--- src/rtl/serial_subtractor_if.sv ---
// Operand and result stream bundle for the digit-serial subtractor.
// The master drives operands and accepts results; the slave computes them.
interface serial_subtractor_if #(
    parameter int DATA_WID = 8
);
    logic                in_valid;
    logic                in_ready;
    logic [DATA_WID-1:0] a;
    logic [DATA_WID-1:0] b;
    logic                enable;
    logic [DATA_WID-1:0] out;
    logic                borrow;
    logic                overflow;
    logic                out_valid;
    logic                out_ready;

    modport master (
        output in_valid, a, b, enable, out_ready,
        input  in_ready, out, borrow, overflow, out_valid
    );

    modport slave (
        input  in_valid, a, b, enable, out_ready,
        output in_ready, out, borrow, overflow, out_valid
    );
endinterface

--- src/rtl/serial_subtractor.sv ---
// Digit-serial subtractor: out = a - b, DIGIT_WID bits per RUN cycle,
// with unsigned borrow and signed overflow flags.
module serial_subtractor #(
    parameter int DATA_WID  = 8,
    parameter int DIGIT_WID = 2
) (
    input  logic                  clk,
    input  logic                  rst_n,
    serial_subtractor_if.slave    bus
);
    localparam int N     = DATA_WID / DIGIT_WID;
    localparam int CNT_W = (N > 1) ? $clog2(N) : 1;
    localparam int MSB   = DATA_WID - 1;

    generate
        if (DATA_WID % DIGIT_WID != 0) begin : g_bad_digit
            $error("DIGIT_WID must divide DATA_WID");
        end
    endgenerate

    typedef enum logic [1:0] {
        IDLE = 2'd0,
        RUN  = 2'd1,
        DONE = 2'd2
    } state_t;

    state_t               r_state;
    logic [DATA_WID-1:0]  r_a_sh;
    logic [DATA_WID-1:0]  r_b_sh;
    logic [DATA_WID-1:0]  r_res;
    logic                 r_borrow_run;
    logic [CNT_W-1:0]     r_cnt;
    logic                 r_a_sign;
    logic                 r_b_sign;
    logic [DATA_WID-1:0]  r_out;
    logic                 r_borrow;
    logic                 r_overflow;
    logic                 r_out_valid;
    logic                 r_in_ready;

    logic [DIGIT_WID:0]          w_d;
    logic [DATA_WID+DIGIT_WID-1:0] w_cat;
    logic [DATA_WID-1:0]         w_res_next;
    logic                        w_last;

    // Top bit of the widened digit difference is the outgoing borrow.
    assign w_d = {1'b0, r_a_sh[DIGIT_WID-1:0]}
               - {1'b0, r_b_sh[DIGIT_WID-1:0]}
               - {{DIGIT_WID{1'b0}}, r_borrow_run};

    assign w_cat      = {w_d[DIGIT_WID-1:0], r_res};
    assign w_res_next = w_cat[DATA_WID+DIGIT_WID-1:DIGIT_WID];
    assign w_last     = (r_cnt == CNT_W'(N - 1));

    always_ff @(posedge clk or negedge rst_n) begin
        if (!rst_n) begin
            r_state      <= IDLE;
            r_a_sh       <= '0;
            r_b_sh       <= '0;
            r_res        <= '0;
            r_borrow_run <= 1'b0;
            r_cnt        <= '0;
            r_a_sign     <= 1'b0;
            r_b_sign     <= 1'b0;
            r_out        <= '0;
            r_borrow     <= 1'b0;
            r_overflow   <= 1'b0;
            r_out_valid  <= 1'b0;
            r_in_ready   <= 1'b1;
        end else begin
            unique case (r_state)
                IDLE: begin
                    if (bus.in_valid) begin
                        r_a_sh       <= bus.a;
                        r_b_sh       <= bus.b;
                        r_a_sign     <= bus.a[MSB];
                        r_b_sign     <= bus.b[MSB];
                        r_borrow_run <= 1'b0;
                        r_cnt        <= '0;
                        r_in_ready   <= 1'b0;
                        r_state      <= RUN;
                    end
                end
                RUN: begin
                    if (bus.enable) begin
                        r_res        <= w_res_next;
                        r_a_sh       <= r_a_sh >> DIGIT_WID;
                        r_b_sh       <= r_b_sh >> DIGIT_WID;
                        r_borrow_run <= w_d[DIGIT_WID];
                        r_cnt        <= r_cnt + CNT_W'(1);
                        if (w_last) begin
                            r_out       <= w_res_next;
                            r_borrow    <= w_d[DIGIT_WID];
                            r_overflow  <= (r_a_sign != r_b_sign)
                                         & (w_res_next[MSB] != r_a_sign);
                            r_out_valid <= 1'b1;
                            r_state     <= DONE;
                        end
                    end
                end
                DONE: begin
                    if (bus.out_ready) begin
                        r_out_valid <= 1'b0;
                        r_in_ready  <= 1'b1;
                        r_state     <= IDLE;
                    end
                end
                default: begin
                    r_out_valid <= 1'b0;
                    r_in_ready  <= 1'b1;
                    r_state     <= IDLE;
                end
            endcase
        end
    end

    assign bus.in_ready  = r_in_ready;
    assign bus.out       = r_out;
    assign bus.borrow    = r_borrow;
    assign bus.overflow  = r_overflow;
    assign bus.out_valid = r_out_valid;
endmodule

--- src/flat_wrapper.sv ---
// flat-port wrapper written by rule: the top's interface ports become plain ports
module serial_subtractor_flat 
#(
    parameter int DATA_WID  = 8,
    parameter int DIGIT_WID = 2
)
  (clk, rst_n, bus_in_valid, bus_a, bus_b, bus_enable, bus_out_ready, bus_in_ready, bus_out, bus_borrow, bus_overflow, bus_out_valid);
  serial_subtractor_if #(.DATA_WID(DATA_WID)) bus_i ();
  input  logic clk;
  input  logic rst_n;
  input wire logic [$bits(bus_i.in_valid)-1:0] bus_in_valid;
  input wire logic [$bits(bus_i.a)-1:0] bus_a;
  input wire logic [$bits(bus_i.b)-1:0] bus_b;
  input wire logic [$bits(bus_i.enable)-1:0] bus_enable;
  input wire logic [$bits(bus_i.out_ready)-1:0] bus_out_ready;
  output wire logic [$bits(bus_i.in_ready)-1:0] bus_in_ready;
  output wire logic [$bits(bus_i.out)-1:0] bus_out;
  output wire logic [$bits(bus_i.borrow)-1:0] bus_borrow;
  output wire logic [$bits(bus_i.overflow)-1:0] bus_overflow;
  output wire logic [$bits(bus_i.out_valid)-1:0] bus_out_valid;
  assign bus_i.in_valid = bus_in_valid;
  assign bus_i.a = bus_a;
  assign bus_i.b = bus_b;
  assign bus_i.enable = bus_enable;
  assign bus_i.out_ready = bus_out_ready;
  assign bus_in_ready = bus_i.in_ready;
  assign bus_out = bus_i.out;
  assign bus_borrow = bus_i.borrow;
  assign bus_overflow = bus_i.overflow;
  assign bus_out_valid = bus_i.out_valid;
  serial_subtractor #(.DATA_WID(DATA_WID), .DIGIT_WID(DIGIT_WID)) u_core (.clk(clk), .rst_n(rst_n), .bus(bus_i));
endmodule
--- config.mk ---
export PLATFORM = sky130hd
export DESIGN_NAME = serial_subtractor_flat
export DESIGN_NICKNAME = d
export VERILOG_FILES = /design/src/rtl/serial_subtractor_if.sv /design/src/rtl/serial_subtractor.sv /design/src/flat_wrapper.sv
export SDC_FILE = /design/constraint.sdc
export NUM_CORES = 1
export LEC_CHECK = 0
export CAP_MARGIN = 20
export CORE_ASPECT_RATIO = 0.8
export CORE_MARGIN = 3
export CORE_UTILIZATION = 47
export DETAILED_ROUTE_END_ITERATION = 10
export PLACE_DENSITY = 0.79
export SETUP_SLACK_MARGIN = 0.02
export SLEW_MARGIN = 0
export SYNTH_ARGS = -nofsm -noshare
export SYNTH_HDL_FRONTEND = slang
export SYNTH_SLANG_ARGS = --single-unit
--- constraint.sdc ---
create_clock -name clk -period 2.5 [get_ports clk]
set_input_delay 0.75 -clock clk [delete_from_list [all_inputs] [get_ports clk]]
set_output_delay 0.75 -clock clk [all_outputs]
set_load 0.01 [all_outputs]
==> results.md, run 1 <==
* Outcome: finished, final reports clean
* Slew Limit Fails at 0
* Clock transition at the registers of the reported paths at 0.08 ns
* Dominant synthesized flop cell: dfrtp_1
* Relative slew slack at 0.6935
* All-Layer GR Usage at 0.1683
* Hold Buf Count CTS at 0
* Crit path kind: flop to flop
* Area grow syn2layout at 26.21%
* Clock sink total at just over 40
* Startpoint Class: flop
* CTS tree: built
* DR iter-0 viols at 68
* PortBufs at 32
* Yosys warns at 0
* First-pass GRT wire length at 6610 um
* Setup TNS at 0 ns
* Synth unique cells at 34
* Util after Layout at 0.6395
* Cells after synthesis at 147
* Crit path DAT at 2.65 ns
* Class of the worst hold path: input pin to asynchronous set/reset pin
* Largest net degree at the start of global routing at 20
* FF+latch count, synth at 41
* RSZ-0062 raised after global routing: yes
* Clock buffer depth at 2
* FF-to-FF setup slack at 0.07 ns
* Pleak at 1.169 nW
* Final min period at 2.428 ns
* Detailed Place HPWL at 2804 um
* Grt total ovfl at 0
* Setup Skew at 0.007445 ns
* Max Fclk at 411.8 MHz
* Die Width at 78.76 um
* Setup WS post-layout at approximately 0.072 ns
* Initial antenna violation count at 0
* Total Nets Final at 214
* Avg Inst Size Synth at 13.54 um^2
* Skew-Pair Late Insertion Delay at 0.30 ns
* Critical Path Sink: u_core.bus.overflow$_DFFE_PN0P_
* Vias at 1263
* Hold slack at 0.3754 ns
* Initial Util at 0.5067
* Post-synth EDFFs at 0
* Layout cell share with drive strength beyond 1 at 0.3333
* Share of flip-flops with an asynchronous set or reset at 1.000
* R2R Path End: u_core.bus.overflow$_DFFE_PN0P_
* Clock Tree Root: clkbuf_8
* Ant. Diodes at 0
* Worst VDD drop at 517.5 uV
* Remaining DRCs at 0
* Largest area contributor in the netlist: dfrtp_1
* DR WL/cell at 15.61 um
* Mapped Area at 1991 um^2
* Die ar. at slightly above 5000 um^2
* Worst Tran Pin Value at 0.4588 ns
* PD cells at 1250 nW/um^2
* Antenna Nets Post-Route at 0
* TritonRoute pass-1 iters at 4
* Via density at 5.176
* Placer's final routability congestion estimate at 0.7476
* Top-level I/O count at 33
* Worst-path fanout max at 3
* CTS Buf Count at 5
* Tcrit/Tclk final at 0.9714
* Final setup viols at 0
* Synthesized net count at 173
* Yosys top cell area share at 0.5028
* Seq/Total Area, Yosys at 0.5160
* Hold Fails Final Rpt at 0
* R2R depth at 9
* Post-Place Setup Slack at -0.001363 ns
* Number of placement rows at 20
* Number of global-route vias before repair at 1411
* Largest cells by area after synthesis: dfrtp_1, mux2_4, mux2_2
* Die Span Y at 64.21 um
* CP Data Required Time at between 2 and 3 ns
* Routed wire length at 3810 um
* H-tree levels at 2
* Core ar. at between 3000 and 4000 um^2
* Max Cap Violations at 0
* CP Capture Type: flop
* CP startpoint: u_core.r_b_sh[0]$_DFFE_PN0P_
* Worst R2R Start: u_core.r_b_sh[0]$_DFFE_PN0P_
[per-layer routing]
metal,up-vias,part of all wire,GRT usage
met2,29,0.50,0.2850
met3,10,0.038,0.03662
met5,-,0,0
met4,0,0.019,0.05895
li1,598,-,-
met1,626,0.44,0.2128
[area by class of cell]
type / count / area, um^2
clock buffers: 5 / 68.82
clock inverters: 3 / 17.52
fillers: 305 / 1416
inverters: 5 / 18.77
multi-input cells: 94 / 915.9
flip-flops and latches: 41 / 1027
well taps: 55 / 68.82
repair buffers: 41 / 395.4
[sequential cells by signal (all words and copies together), names as in the netlist]
name and count:
u_core.bus.out 8, u_core.r_a_sh 8, u_core.r_b_sh 8, u_core.r_res 6, u_core.r_cnt 2, u_core.r_state 2
u_core.bus.borrow 1, u_core.bus.in_ready 1, u_core.bus.out_valid 1, u_core.bus.overflow 1, u_core.r_a_sign 1, u_core.r_b_sign 1
u_core.r_borrow_run 1
[placed cells by master, fill, tap and decap left out, types with 3 or more instances in the layout]
cell,n
dfrtp_1,40
clkdlybuf4s50_1,31
mux2_2,19
mux2_4,16
buf_4,8
nand2_1,7
nor2b_1,6
mux2i_1,5
clkbuf_8,5
inv_1,4
a21oi_1,4
o2bb2ai_1,4
o21ai_0,4
nor2_1,3
a22o_1,3
[Yosys cell counts, types with 2 or more instances]
| cell | instances |
|---|---|
| dfrtp_1 | 40 |
| mux2_2 | 19 |
| mux2_4 | 16 |
| nand2_1 | 7 |
| nor2b_1 | 7 |
| o21ai_0 | 6 |
| a21oi_1 | 5 |
| inv_1 | 5 |
| mux2i_1 | 5 |
| o2bb2ai_1 | 4 |
| a22o_1 | 3 |
| ha_1 | 3 |
| nor2_1 | 3 |
| a31oi_1 | 2 |
| buf_2 | 2 |
| fa_1 | 2 |
[through the flow]
| stage | instance area, um^2 | power, mW | std cells |
|---|---|---|---|
| after floorplan | 1991 | 2.109 | 147 |
| after global placement | 2387 | 2.467 | 234 |
| after detailed placement | 2387 | 2.561 | 234 |
| after CTS | 2476 | 3.008 | 242 |
| after global routing | 2512 | 3.357 | 244 |
| final | 2512 | 3.140 | 244 |
[kinds of logic (layout without fill, tap and decap cells)]
logic type | after synthesis | in the layout | synth area share
AOI/OAI and AO/OA | 23 | 23 | 0.07668
xor gates and xnor gates | 1 | 1 | 0.004401
adders and majority gates | 5 | 5 | 0.03897
buffers and inverters | 12 | 54 | 0.03582
DFF | 41 | 41 | 0.5160
muxes | 40 | 40 | 0.2533
and+or+nand+nor | 25 | 25 | 0.07480
[critical path, cell delays in order (launching register included)]
cell,delay (ns)
dfrtp_1,0.36
inv_2,0.05
fa_1,0.56
inv_1,0.05
ha_2,0.16
or2_4,0.23
fa_2,0.59
nor2b_4,0.16
a21oi_2,0.06
o21ai_1,0.14
[how the worst min path moves through the flow]
stage	cells after the start	endpoint	slack (ns)	start
3_5_place_dp	2	u_core.bus.borrow$_DFFE_PN0P_	0.48	u_core.bus.borrow$_DFFE_PN0P_
6_report	1	u_core.r_a_sh[0]$_DFFE_PN0P_	0.38	rst_n
5_1_grt	1	u_core.r_b_sign$_DFFE_PN0P_	0.40	rst_n
2_1_floorplan	0	u_core.bus.borrow$_DFFE_PN0P_	0.45	rst_n
3_3_place_gp	2	u_core.bus.out[6]$_DFFE_PN0P_	0.46	u_core.bus.out[6]$_DFFE_PN0P_
4_1_cts	1	u_core.r_b_sign$_DFFE_PN0P_	0.38	rst_n
[timing repair]
action                                  in CTS  in global routing
resized for setup                            2                  8
pin swaps                                    0                  5
buffers inserted                             0                  2
endpoints found under the setup margin       2                  2
[power by group]
part | internal, mW | switching (mW)
logic | 0.948 | 0.610
registers | 0.955 | 0.200
clock network | 0.193 | 0.234
(Power assumes the default switching activity.)
==> inputs of run 2 (changes only) <==
--- a/config.mk
+++ b/config.mk
@@ -5,9 +5,9 @@
 export SDC_FILE = /design/constraint.sdc
 export NUM_CORES = 1
 export LEC_CHECK = 0
+export ABC_CLOCK_PERIOD_IN_PS = 2500
 export CAP_MARGIN = 20
 export CORE_ASPECT_RATIO = 0.8
-export CORE_MARGIN = 3
 export CORE_UTILIZATION = 47
 export DETAILED_ROUTE_END_ITERATION = 10
 export PLACE_DENSITY = 0.79
==> results.md, run 2 (same netlist as run 1, synthesis figures left out) <==
* Routed wire length at 3642 um (-4.4%)
* Tcrit/Tclk final at 0.9718 (about the same)
* Most frequent cells in the layout: dfrtp_1, clkdlybuf4s50_1, mux2_2
* Slowest stage delay, CP at 0.56 ns (-0.03 ns)
* DR WL/cell at 14.99 um (-4.0%)
* DR WL met3 at 184 um (+29%)
* Antenna Nets Post-Route at 0 (unchanged)
* Clock buffer depth at 2 (unchanged)
* Post-route cell area at 2504 um^2 (-0.35%)
* Sw frac at 0.3228 (-0.009825)
* Startpoint Class: flop
* Worst-path fanout max at 2 (-1)
* Combinational Power Share at 0.488 (-0.008)
* Detailed Place HPWL at 2654 um (-5.3%)
* Via density at 5.259 (+1.6%)
* Switching pwr at 1.014 mW (-2.9%)
* Initial antenna violation count at 0 (unchanged)
* Vias at 1278 (+1.2%)
* CP Data Required Time at 2.72 ns (about the same)
* Remaining DRCs at 0 (unchanged)
* H-tree levels at 2 (unchanged)
* Crit path DAT at 2.65 ns (about the same)
* Ant. Diodes at 0 (unchanged)
* Placed Cells at 233 (-0.43%)
* All-Layer GR Usage at 0.1810 (+0.01267)
* Crit path kind: flop to flop
* TritonRoute pass-1 iters at 4 (unchanged)
* Clock Tree Root: clkbuf_8
* PD cells at 1255 nW/um^2 (+0.37%)
* Met1 wire length at 1660 um (-1.6%)
* CTS Buf Count at 5 (unchanged)
* Seq pwr share at 0.367 (about the same)
* Setup Skew at 0.007129 ns (-0.0003155 ns)
* Grt total ovfl at 0 (unchanged)
* Largest net degree at the start of global routing at 42 (+110%)
* Part of the power in the clock network at 0.144 (+0.008)
* CP Capture Type: flop
* Initial Util at 0.5067 (unchanged)
* Layout cell share with drive strength beyond 1 at 0.3138 (-0.01950)
* PortBufs at 32 (unchanged)
* RSZ-0062 raised after global routing: no
* Max Cap Violations at 0 (unchanged)
* Final setup viols at 0 (unchanged)
* DR top layer: met4
* Die Span Y at 60.21 um (-6.2%)
* Metal2 WL at 1785 um (-6.3%)
* Placer's final routability congestion estimate at 0.7681 (+2.7%)
* Die Width at 74.76 um (-5.1%)
* Clock sink total at 41 (unchanged)
* Skew-Pair Late Insertion Delay at 0.29 ns (about the same)
* Hold Fails Final Rpt at 0 (unchanged)
* Dpl cell area at 2380 um^2 (-0.31%)
* Class of the worst hold path: flop to flop
* Relative slew slack at 0.6563 (-0.03720)
* Top-level I/O count at 33 (unchanged)
* CTS tree: built
* Final min period at 2.430 ns (+0.001122 ns)
* Die ar. at 4501 um^2 (-11%)
* R2R depth at 8 (-1)
* Worst hold stages at 2
* Internal power at 2.127 mW (+1.5%)
* CP Buf/Inv Count at 2 (unchanged)
* Slew Limit Fails at 0 (unchanged)
* Critical path's top delay family: adder cells
* Worst path depth at 8 (-1)
* Max Fclk at 411.6 MHz (about the same)
* Outcome: finished, final reports clean
* Worst VDD drop at 574.1 uV (+11%)
* First-pass GRT wire length at 5906 um (-11%)
* Commonest non-fill, non-tap cell in the layout: dfrtp_1
* Slowest CP cell: fa_1
* CP Cell Sequence: inv_2, fa_1, inv_1, ha_1, or2_4, fa_2, or4b_1, o21ai_1
* Area grow syn2layout at 25.77%
* Worst Tran Pin Value at 0.5156 ns (+0.05677 ns)
* Total Nets Final at 213 (-0.47%)
* Util after Layout at 0.6373 (-0.002229)
* Number of global-route vias before repair at 1239 (-12%)
* Clock transition at the registers of the reported paths at 0.08 ns (about the same)
* Number of placement rows at 20 (unchanged)
* Pleak at 1.171 nW (+0.16%)
* DR iter-0 viols at 53 (-22%)
* Core ar. at 3929 um^2 (unchanged)
* Non-filler cells in the finished layout at 243 (-0.41%)
run 2: cell types whose count changed in the layout (fill, tap and decap cells not counted):
cell	delta
buf_4	-1
ha_2	-1
nor3b_2	-1
clkbuf_8	+1
nor3b_1	+1
ha_1	+1
clkinvlp_4	-1
a21oi_2	-1
clkinv_2	-1
clkinv_4	+1
a21oi_1	+1
run 2: power groups by stage:
stage / sequential, mW / clock [mW] / combinational [mW]
after floorplan: 1.14 / 0 / 0.969
after global placement: 1.14 / 0 / 1.32
after detailed placement: 1.16 / 0 / 1.39
after CTS: 1.15 / 0.464 / 1.45
after global routing: 1.19 / 0.493 / 1.65
final: 1.15 / 0.454 / 1.53
run 2: stage by stage:
step / setup TNS, ns / total power, mW / setup slack (ns) / hold slack, ns
global placement: 0 / 2.460 / 0.09068 / 0.4606
floorplan: 0 / 2.109 / 0.1312 / 0.4544
CTS: 0 / 3.066 / 0.05011 / 0.4971
finish: 0 / 3.141 / 0.07045 / 0.4858
detailed placement: -0.002466 / 2.548 / -0.002466 / 0.4790
global route: 0 / 3.333 / 0.02051 / 0.5202
run 2: worst min-delay path: cells and delay by family (launching register included):
kind,cells,cell delay (ns)
flip-flops,1,0.35
AO/OA/AOI/OAI,1,0.06
AND/OR/NAND/NOR,1,0.04
run 2: cell type report:
cell class              count  area, um^2
flip-flops and latches     41        1027
inverters                   5       18.77
fillers                   304        1425
clock buffers               6       82.58
well taps                  55       68.82
multi-input cells          94       904.6
repair buffers             40       387.9
clock inverters             2       13.76
run 2: final timing paths:
kind | slack (ns) | endpoint | startpoint
min in group asynchronous | 0.51 | u_core.r_a_sh[6]$_DFFE_PN0P_ | rst_n
setup / recovery | 0.07 | u_core.r_borrow_run$_DFFE_PN0P_ | u_core.r_b_sh[0]$_DFFE_PN0P_
setup reg to reg | 0.07 | u_core.r_borrow_run$_DFFE_PN0P_ | u_core.r_b_sh[0]$_DFFE_PN0P_
hold reg to reg | 0.49 | u_core.bus.out[6]$_DFFE_PN0P_ | u_core.bus.out[6]$_DFFE_PN0P_
hold / removal | 0.49 | u_core.bus.out[6]$_DFFE_PN0P_ | u_core.bus.out[6]$_DFFE_PN0P_
max in group asynchronous | 1.62 | u_core.bus.in_ready$_DFFE_PN1P_ | rst_n
run 2: per-layer routing:
layer  vias up  global-route usage
met1       640              0.2307
met5         -                   0
met3         6             0.06239
met4         0             0.03235
met2        37              0.3024
li1        595                   -
run 2: timing repair:
item / CTS / global route
cloned: 0 / 0
setup buffers: 1 / 1
setup endpoints to repair: 2 / 2
gates resized for setup: 4 / 3
hold buffers: 0 / 0
pin swaps: 2 / 3
==> inputs of run 3 (changes only) <==
--- a/config.mk
+++ b/config.mk
@@ -5,12 +5,13 @@
 export SDC_FILE = /design/constraint.sdc
 export NUM_CORES = 1
 export LEC_CHECK = 0
-export ABC_CLOCK_PERIOD_IN_PS = 2500
+export ABC_CLOCK_PERIOD_IN_PS = 3150
 export CAP_MARGIN = 20
 export CORE_ASPECT_RATIO = 0.8
-export CORE_UTILIZATION = 47
+export CORE_UTILIZATION = 55
+export CTS_CLUSTER_SIZE = 12
 export DETAILED_ROUTE_END_ITERATION = 10
-export PLACE_DENSITY = 0.79
+export PLACE_DENSITY = 0.86
 export SETUP_SLACK_MARGIN = 0.02
 export SLEW_MARGIN = 0
 export SYNTH_ARGS = -nofsm -noshare
==> constraint.sdc (replaced) <==
create_clock -name clk -period 3.15 [get_ports clk]
set_input_delay 0.945 -clock clk [delete_from_list [all_inputs] [get_ports clk]]
set_output_delay 0.945 -clock clk [all_outputs]
set_load 0.01 [all_outputs]
==> results.md, run 3 (same netlist as run 1, synthesis figures left out) <==
* Detailed Place HPWL at 2588 um (-2.5%)
* PD cells at 971.3 nW/um^2 (-23%)
* Seq pwr share at 0.398 (+0.031)
* H-tree levels at 2 (unchanged)
* Ant. Diodes at 0 (unchanged)
* Commonest non-fill, non-tap cell in the layout: dfrtp_1
* Clock buffer depth at 2 (unchanged)
* Placer's final routability congestion estimate at 0.8235 (+7.2%)
* Most frequent cells in the layout: dfrtp_1, clkdlybuf4s50_1, mux2_2
* Worst R2R Start: u_core.r_borrow_run$_DFFE_PN0P_
* Crit path DAT at 2.71 ns (+0.06 ns)
* Antenna Nets Post-Route at 0 (unchanged)
* Relative slew slack at 0.4090 (-0.2473)
* Sw frac at 0.3265 (+0.003728)
* Clock transition at the registers of the reported paths at 0.07 ns (about the same)
* Setup WS post-layout at 0.6552 ns (+0.5848 ns)
* PortBufs at 32 (unchanged)
* CP Buf/Inv Count at 2 (unchanged)
* Clock Tree Root: clkbuf_8
* Skew-Pair Late Insertion Delay at 0.29 ns (about the same)
* Final setup viols at 0 (unchanged)
* CP Cell Sequence: inv_1, fa_1, inv_1, ha_1, or2_2, fa_1, nor2b_1, a21oi_1, o21ai_0
* CTS Buf Count at 5 (unchanged)
* Startpoint Class: flop
* Class of the worst hold path: flop to flop
* Final min period at 2.495 ns (+0.06522 ns)
* Max Cap Violations at 0 (unchanged)
* Pleak at 1.128 nW (-3.6%)
* Combinational Power Share at 0.456 (-0.032)
* Post-CTS Setup Repair Bufs at 0 (-1)
* Hold Path Origin: u_core.bus.out[6]$_DFFE_PN0P_
* Max Fclk at 400.8 MHz (-2.6%)
* Worst Tran Pin Value at 0.8865 ns (+0.3709 ns)
* Crit path kind: flop to flop
* All-Layer GR Usage at 0.2152 (+0.03421)
* Pwr Total at 2.338 mW (-26%)
* Worst VDD drop at 498.8 uV (-13%)
* CP Capture Type: flop
* Layout cell share with drive strength beyond 1 at 0.2652 (-0.04864)
* Setup TNS at 0 ns (unchanged)
* CTS tree: built
* Area grow syn2layout at 20.93%
* Die ar. at 3865 um^2 (-14%)
* Part of the power in the clock network at 0.146 (+0.002)
* Hold Buf Count CTS at 0 (unchanged)
* Initial Util at 0.5775 (+0.07081)
* Grt total ovfl at 0 (unchanged)
* First-pass GRT wire length at 6334 um (+7.2%)
* Initial antenna violation count at 0 (unchanged)
* Post-Place Setup Slack at 0.5473 ns (+0.5497 ns)
* Die Span Y at 55.81 um (-7.3%)
* Via density at 5.466 (+3.9%)
* Top-level I/O count at 33 (unchanged)
* Hold slack at 0.4858 ns (-0.00002800 ns)
* TritonRoute pass-1 iters at 4 (unchanged)
* Vias at 1219 (-4.6%)
* Worst-path fanout max at 4 (+2)
* DR iter-0 viols at 33 (-38%)
* Reg area at 1027 um^2 (unchanged)
* Number of global-route vias before repair at 1341 (+8.2%)
* Core ar. at 3447 um^2 (-12%)
* Tcrit/Tclk final at 0.7920 (-0.1798)
* CP startpoint: u_core.r_borrow_run$_DFFE_PN0P_
* RSZ-0062 raised after global routing: no
* Setup Skew at 0.002083 ns (-0.005047 ns)
* Slowest CP cell: fa_1
* Hold Fails Final Rpt at 0 (unchanged)
* CP Data Required Time at 3.37 ns (+0.65 ns)
* Fillers at 228 (-25%)
* Slew Limit Fails at 0 (unchanged)
* Post-route cell area at 2407 um^2 (-3.8%)
* Outcome: finished, final reports clean
* Slowest stage delay, CP at 0.59 ns (+0.03 ns)
* Number of placement rows at 19 (-5.0%)
* DR WL/cell at 16.45 um (+9.8%)
* Remaining DRCs at 0 (unchanged)
* Internal power at 1.575 mW (-26%)
* Largest net degree at the start of global routing at 42 (unchanged)
* Total Nets Final at 207 (-2.8%)
* Post_cts resized at 0 (-4)
* Clock sink total at 41 (unchanged)
* Die Width at 69.26 um (-7.4%)
* Switching pwr at 763.6 uW (-25%)
* Routed wire length at 3669 um (+0.74%)
* Multi-input logic area at 892.1 um^2 (-1.4%)
* Critical path's top delay family: adder cells
* Dpl cell area at 2321 um^2 (-2.5%)
==> run 3: cell count changes in the layout (fill, tap and decap cells not counted), sizes merged <==
cell | before | now
clkbuf | 6 | 7
clkinv | 2 | 0
buf | 9 | 3
==> run 3: area by class of cell <==
type                            instances  share of cell area
Sequential cell                        41              0.4267
Multi-Input combinational cell         94              0.3706
Timing Repair Buffer                   34              0.1372
Clock buffer                            7             0.03586
Tap cell                               42             0.02183
Inverter                                5            0.007796
==> run 3: worst register-to-register path, delay by kind of cell (launching register included) <==
family | cells | cell delay, ns
buffers and inverters | 2 | 0.11
AO/OA/AOI/OAI | 2 | 0.21
adder cells (fa/ha/maj) | 3 | 1.31
flip-flops | 1 | 0.33
AND/OR/NAND/NOR | 2 | 0.46
==> run 3: final timing paths <==
| check | end | slack [ns] | depth (start not counted) |
|---|---|---|---|
| max in group asynchronous | u_core.r_res[7]$_DFFE_PN0P_ | 1.83 | 1 |
| min in group asynchronous | u_core.r_state[1]$_DFFE_PN0P_ | 0.77 | 1 |
| hold / removal | u_core.bus.out[6]$_DFFE_PN0P_ | 0.49 | 2 |
| setup / recovery | u_core.bus.overflow$_DFFE_PN0P_ | 0.66 | 9 |
| hold reg to reg | u_core.bus.out[6]$_DFFE_PN0P_ | 0.49 | 2 |
| setup reg to reg | u_core.bus.overflow$_DFFE_PN0P_ | 0.66 | 9 |
==> run 3: power by group through the flow <==
stage / Sequential (mW) / Clock, mW / Combinational, mW
after global placement: 0.916 / 0 / 1.02
after floorplan: 0.905 / 0 / 0.769
after CTS: 0.928 / 0.351 / 1.08
final: 0.931 / 0.342 / 1.07
after detailed placement: 0.936 / 0 / 1.07
after global routing: 0.956 / 0.378 / 1.17
==> run 3: per-stage QoR <==
stage / cells / utilization
after floorplan: 147 / -
after global placement: 216 / 0.6733
after detailed placement: 216 / 0.6733
after CTS: 223 / 0.6984
after global routing: 223 / 0.6984
final: 223 / 0.6984
==> run 3: routing by layer <==
metal  part of all wire  GRT usage  vias to the layer above
li1                   -          -                      581
met2               0.49     0.3440                       23
met3              0.034    0.04891                        5
met1               0.46     0.2827                      610
met5                  0          0                        -
met4              0.014    0.09621                        0
